**src/rtl/mem_arbiter.sv**
```systemverilog
// mem_arbiter: shares one single-port word memory between an I-fetch
// port (read-only) and a D load/store port, one access per two cycles.
//
// Ports:
//   CLK, RESET               clock, synchronous active-high reset
//   i_req/i_addr             I request (held until i_ack)
//   i_ack/i_rdata            I completion pulse, registered read data
//   d_req/d_we/d_addr/d_wdata D request (held until d_ack)
//   d_ack/d_rdata            D completion pulse, registered read data
//                            (for stores: the word before the write)
//   mem_addr/mem_wd/mem_we   to memory; mem_rd combinational read back
//   busy                     high while the response cycle is in progress
// Optional: define MEM_ARB_STATS_EN to add saturating grant counters
//   i_grants[31:0] and d_grants[31:0].
module mem_arbiter #(
  parameter int ADDR_W   = 32,
  parameter int DATA_W   = 32,
  parameter int MAX_WAIT = 3
) (
  input  logic              CLK,
  input  logic              RESET,
  input  logic              i_req,
  input  logic [ADDR_W-1:0] i_addr,
  output logic              i_ack,
  output logic [DATA_W-1:0] i_rdata,
  input  logic              d_req,
  input  logic              d_we,
  input  logic [ADDR_W-1:0] d_addr,
  input  logic [DATA_W-1:0] d_wdata,
  output logic              d_ack,
  output logic [DATA_W-1:0] d_rdata,
  output logic [ADDR_W-1:0] mem_addr,
  output logic [DATA_W-1:0] mem_wd,
  output logic              mem_we,
  input  logic [DATA_W-1:0] mem_rd,
  output logic              busy
`ifdef MEM_ARB_STATS_EN
  ,
  output logic [31:0]       i_grants,
  output logic [31:0]       d_grants
`endif
);

  localparam int WC_W = (MAX_WAIT > 0) ? $clog2(MAX_WAIT + 1) : 1;

  typedef enum logic {
    S_IDLE,
    S_RESP
  } state_t;

  state_t            r_state;
  logic [WC_W-1:0]   r_wait;
  logic              r_i_ack;
  logic              r_d_ack;
  logic [DATA_W-1:0] r_i_rdata;
  logic [DATA_W-1:0] r_d_rdata;
  logic              r_busy;

  logic              w_idle;
  logic              w_d_pri;
  logic              w_gnt_d;
  logic              w_gnt_i;
  logic [ADDR_W-1:0] w_addr;
  logic [DATA_W-1:0] w_wd;

  assign w_idle  = (r_state == S_IDLE);
  // D keeps priority on a tie until I has lost MAX_WAIT times in a row
  assign w_d_pri = (int'(r_wait) < MAX_WAIT);
  assign w_gnt_d = w_idle & d_req & (~i_req | w_d_pri);
  assign w_gnt_i = w_idle & i_req & ~w_gnt_d;

  always_comb begin
    w_addr = '0;
    w_wd   = '0;
    unique case (1'b1)
      w_gnt_d: begin
        w_addr = d_addr;
        w_wd   = d_wdata;
      end
      w_gnt_i: w_addr = i_addr;
      default: ;
    endcase
  end

  assign mem_addr = w_addr;
  assign mem_wd   = w_wd;
  // RESET blocks the write even though the grant itself is combinational
  assign mem_we   = w_gnt_d & d_we & ~RESET;

  always_ff @(posedge CLK) begin
    if (RESET) begin
      r_state   <= S_IDLE;
      r_wait    <= '0;
      r_i_ack   <= 1'b0;
      r_d_ack   <= 1'b0;
      r_i_rdata <= '0;
      r_d_rdata <= '0;
      r_busy    <= 1'b0;
    end else begin
      unique case (r_state)
        S_IDLE: begin
          if (w_gnt_d) begin
            r_d_rdata <= mem_rd;
            r_d_ack   <= 1'b1;
            r_busy    <= 1'b1;
            r_state   <= S_RESP;
            if (i_req && w_d_pri)
              r_wait <= r_wait + 1'b1;
          end else if (w_gnt_i) begin
            r_i_rdata <= mem_rd;
            r_i_ack   <= 1'b1;
            r_busy    <= 1'b1;
            r_state   <= S_RESP;
            r_wait    <= '0;
          end
        end
        S_RESP: begin
          r_i_ack <= 1'b0;
          r_d_ack <= 1'b0;
          r_busy  <= 1'b0;
          r_state <= S_IDLE;
        end
        default: r_state <= S_IDLE;
      endcase
    end
  end

  assign i_ack   = r_i_ack;
  assign d_ack   = r_d_ack;
  assign i_rdata = r_i_rdata;
  assign d_rdata = r_d_rdata;
  assign busy    = r_busy;

`ifdef MEM_ARB_STATS_EN
  logic [31:0] r_i_grants;
  logic [31:0] r_d_grants;

  always_ff @(posedge CLK) begin
    if (RESET) begin
      r_i_grants <= '0;
      r_d_grants <= '0;
    end else begin
      if (w_gnt_i && r_i_grants != 32'hFFFF_FFFF)
        r_i_grants <= r_i_grants + 32'd1;
      if (w_gnt_d && r_d_grants != 32'hFFFF_FFFF)
        r_d_grants <= r_d_grants + 32'd1;
    end
  end

  assign i_grants = r_i_grants;
  assign d_grants = r_d_grants;
`endif

endmodule

```
**config.mk**
```make
export PLATFORM = sky130hd
export DESIGN_NAME = mem_arbiter
export DESIGN_NICKNAME = d
export VERILOG_FILES = /design/src/rtl/mem_arbiter.sv
export SDC_FILE = /design/constraint.sdc
export NUM_CORES = 1
export LEC_CHECK = 0
export ABC_AREA = 1
export CAP_MARGIN = 10
export CELL_PAD_IN_SITES_DETAIL_PLACEMENT = 1
export CELL_PAD_IN_SITES_GLOBAL_PLACEMENT = 1
export CORE_MARGIN = 3
export CORE_UTILIZATION = 23
export DETAILED_ROUTE_END_ITERATION = 10
export HOLD_SLACK_MARGIN = 0.05
export PLACE_DENSITY_LB_ADDON = 0.2
export SLEW_MARGIN = 10
export SYNTH_ARGS = -nofsm -noshare
export SYNTH_HDL_FRONTEND = slang
export SYNTH_SLANG_ARGS = --single-unit
```
**constraint.sdc**
```tcl
create_clock -name CLK -period 1.85 [get_ports CLK]
set_input_delay 0.185 -clock CLK [delete_from_list [all_inputs] [get_ports CLK]]
set_output_delay 0.185 -clock CLK [all_outputs]
set_load 0.02 [all_outputs]
```
==> results.py <==
metrics = {
    "status": {
        "status": "finished, final reports clean",
    },
    "floorplan": {
        "start_util_pct": 24.0,
        "dieArea_um2": 17000,
        "die_y_um": 131,
        "num_io_pins": 265,
        "core_um2": 14900,
        "fp-row-count": 44,
        "die_x_um": 131,
    },
    "synth": {
        "yosys_warnings": 0,
        "synth_compound_area_share_pct": 10.7,
        "syn_inst": 556,
        "muxShareOfSynthArea_pct": 0,
        "async_flop_share_pct": 0,
        "syn_nets": 690,
        "syn_area_um2": 3570,
        "synthXorXnorAreaFrac_pct": 0,
        "synth.avg_cell_area_um2": 6.42,
        "synth_enable_flop_cells": 0,
        "yosysSeqAreaShare_pct": 39.3,
        "synthAdderAreaFrac_pct": 0.351,
        "yosysUniqueCellTypes": 22,
        "yosys.area_share.simple_pct": 34.8,
        "synth_top_family_by_area": "simple AND/OR/NAND/NOR gates",
        "synth.ff_latch_count": 70,
        "synth_flop_cell": "dfxtp_1",
    },
    "critical_path": {
        "cp.arrival_ns": 1.61,
        "crit_type": "flop to primary output",
        "crit_chain": "ha_4 > nand2_4 > inv_2 > nor2_4 > buf_12 > buf_16 > nand2_2 > nand2_2 > buf_6",
        "worst_path_dominant_cell_family": "buffers and inverters",
        "endpoint_kind": "primary output",
        "crit_fanout": 6,
        "worst-r2r-cell-count": 11,
        "r2r_end": "d_rdata[6]",
        "cp-start-kind": "flop",
        "cpMostUsedCell": "nand2_2",
        "critPathSlowestCell": "dfxtp_2",
        "r2r_slack_ns": 0.16,
        "cp.required_ns": 1.66,
        "path_buf_inv": 4,
        "slowest_delay_ns": 0.34,
        "r2r-start": "r_wait[0]",
    },
    "place": {
        "hpwl_mm": 12.8,
        "place.gp.congestion": 0.812,
        "port_buffers": 264,
    },
    "global_routing": {
        "grt_max_degree": 68,
        "antenna_found_initial": 1,
        "grt_use_total_pct": 18.8,
        "grt_pass1_wl_mm": 25.0,
        "grt_pass1_vias": 4626,
        "overflow": 0,
    },
    "layout": {
        "layout_commonest_cell": "clkdlybuf4s50_1",
        "layout.nets": 956,
        "post-route-util_pct": 45.7,
        "diodes": 0,
        "area_delta_synth_final_pct": 90.4,
        "final_cell_mix": "199 x clkdlybuf4s50_1, 128 x nor2_1, 88 x nand2_1",
        "drive_above_1_share_pct": 17.9,
    },
    "clock_network": {
        "clkTransAtPathRegs_ns": 0.06,
        "cts_hold_buf": 0,
        "cts_tree": "built",
        "cts.sinks": 70,
        "htree_levels": 3,
        "root_buffer": "clkbuf_16",
        "clock_path_buffers": 2,
        "cts_made_buffers": 9,
        "clock_latency_ns": 0.33,
    },
    "job": {
        "cap_viol_max_count": 0,
    },
    "hold_path": {
        "min_to": "busy",
        "holdPathStages": 1,
        "min_from": "r_state",
        "hp-class": "flop to flop",
    },
    "power": {
        "p_leak_nw": 3.18,
        "p_int_mw": 3.65,
        "switchingPower_mw": 1.63,
        "ir_drop_uv": 427,
        "combinationalPowerShare_pct": 32.1,
        "seqPwrFrac_pct": 32.3,
        "clkPwrFrac_pct": 35.6,
        "swShare_pct": 30.8,
        "p_per_area_nw_per_um2": 776,
    },
    "timing": {
        "rsz0062_at_grt": "true",
        "whs_ns": 0.451,
        "finalCritPeriodShare_pct": 96.9,
        "fmax_mhz": 558,
        "relSlewSlack_pct": 67.7,
        "finalHoldViolCount": 0,
        "worst_slew_pin_slew_ns": 0.485,
        "setup_viol": 0,
        "skew_ns": 0.00460,
        "period_needed_ns": 1.79,
        "finalMaxSlewViolations": 0,
    },
    "route": {
        "vias_per_cell": 4.47,
        "routed-via-count": 4519,
        "ant_nets": 0,
        "avgRoutedWirePerCell_um": 16.5,
        "first_iter_violations": 160,
        "dr.pass1.iters": 5,
        "finalWirelength_mm": 16.7,
        "drc_errors": 0,
    },
}
## metrics by stage
step | TNS [ns] | total power [mW] | area (um2) | worst slack (ns) | cells
2_1_floorplan | 0 | 2.51 | 3570 | 0.366 | 556
3_3_place_gp | -15.48 | 3.40 | 6480 | -0.357 | 990
4_1_cts | -0.0418 | 5.33 | 6730 | -0.0217 | 1012
3_5_place_dp | -19.62 | 3.44 | 6480 | -0.422 | 990
5_1_grt | -0.396 | 5.56 | 6790 | -0.0369 | 1011
6_report | 0 | 5.27 | 6790 | 0.0582 | 1011
## worst max path at each step
stage,slack [ns],cells past startpoint,startpoint,end
finish,0.06,9,r_wait[0],mem_addr[16]
global route,-0.04,9,r_wait[0],mem_addr[23]
CTS,-0.02,9,r_wait[1],mem_we
detailed placement,-0.42,7,d_req,mem_addr[15]
global placement,-0.36,7,d_req,mem_we
floorplan,0.37,6,r_wait[0],mem_wd[10]
## synthesized netlist by cell type (6+ instances only)
cell | count | area, um2
a21oi_1 | 25 | 125
nor2_1 | 130 | 488
o21ai_0 | 33 | 165
inv_1 | 68 | 255
buf_6 | 6 | 67.6
buf_2 | 20 | 100
nand2_1 | 103 | 387
buf_4 | 7 | 52.6
dfxtp_1 | 70 | 1400
nand3_1 | 67 | 335
a21oi_2 | 10 | 87.6
## cells by family after synthesis
group,count (synthesis)
flops,70
buf+inv,111
simple gates,305
fa+ha+maj,1
compound gates,69
## cell type report
type | instances | area, um2
fillers | 1857 | 8070
well taps | 184 | 230
repair buffers | 296 | 2850
flip-flops and latches | 70 | 1400
multi-input cells | 375 | 1720
inverters | 70 | 264
clock buffers | 9 | 225
clock inverters | 7 | 97.6
## layer usage
metal  vias to the layer above  wire (um)  GRT usage (%)
met1                      2084       6480           20.6
met3                        19       1450           6.42
li1                       2247          -              -
met4                         2        233           5.44
met2                       167       8520           34.3
met5                         -         13              0
## repair_timing
item | 4_1_cts | 5_1_grt
setup endpoints to repair | 65 | 63
pin swaps | 4 | 8
gates cloned | 2 | 0
buffers inserted | 4 | 1
hold endpoints to repair | 0 | 0
gates resized for setup | 271 | 51
## power groups by stage
stage / Sequential [mW] / Combinational (mW) / Clock, mW
after detailed placement: 1.74 / 1.71 / 0
after global placement: 1.73 / 1.67 / 0
final: 1.70 / 1.69 / 1.88
after global routing: 1.72 / 1.83 / 2.01
after floorplan: 1.88 / 0.632 / 0
after CTS: 1.71 / 1.69 / 1.93
## state kept, by name (all words and copies together) (netlist names)
name,count
r_state,1
d_ack,1
i_ack,1
i_rdata,32
d_rdata,32
r_wait,2
busy,1
## worst reg2reg max path: cells and delay by family (launching register included)
kind / cells / cell delay (ns)
adder cells (fa/ha/maj): 1 / 0.15
buffers and inverters: 6 / 0.81
flip-flops: 1 / 0.35
AND/OR/NAND/NOR: 4 / 0.29
Power figures use the tool's default switching activity.
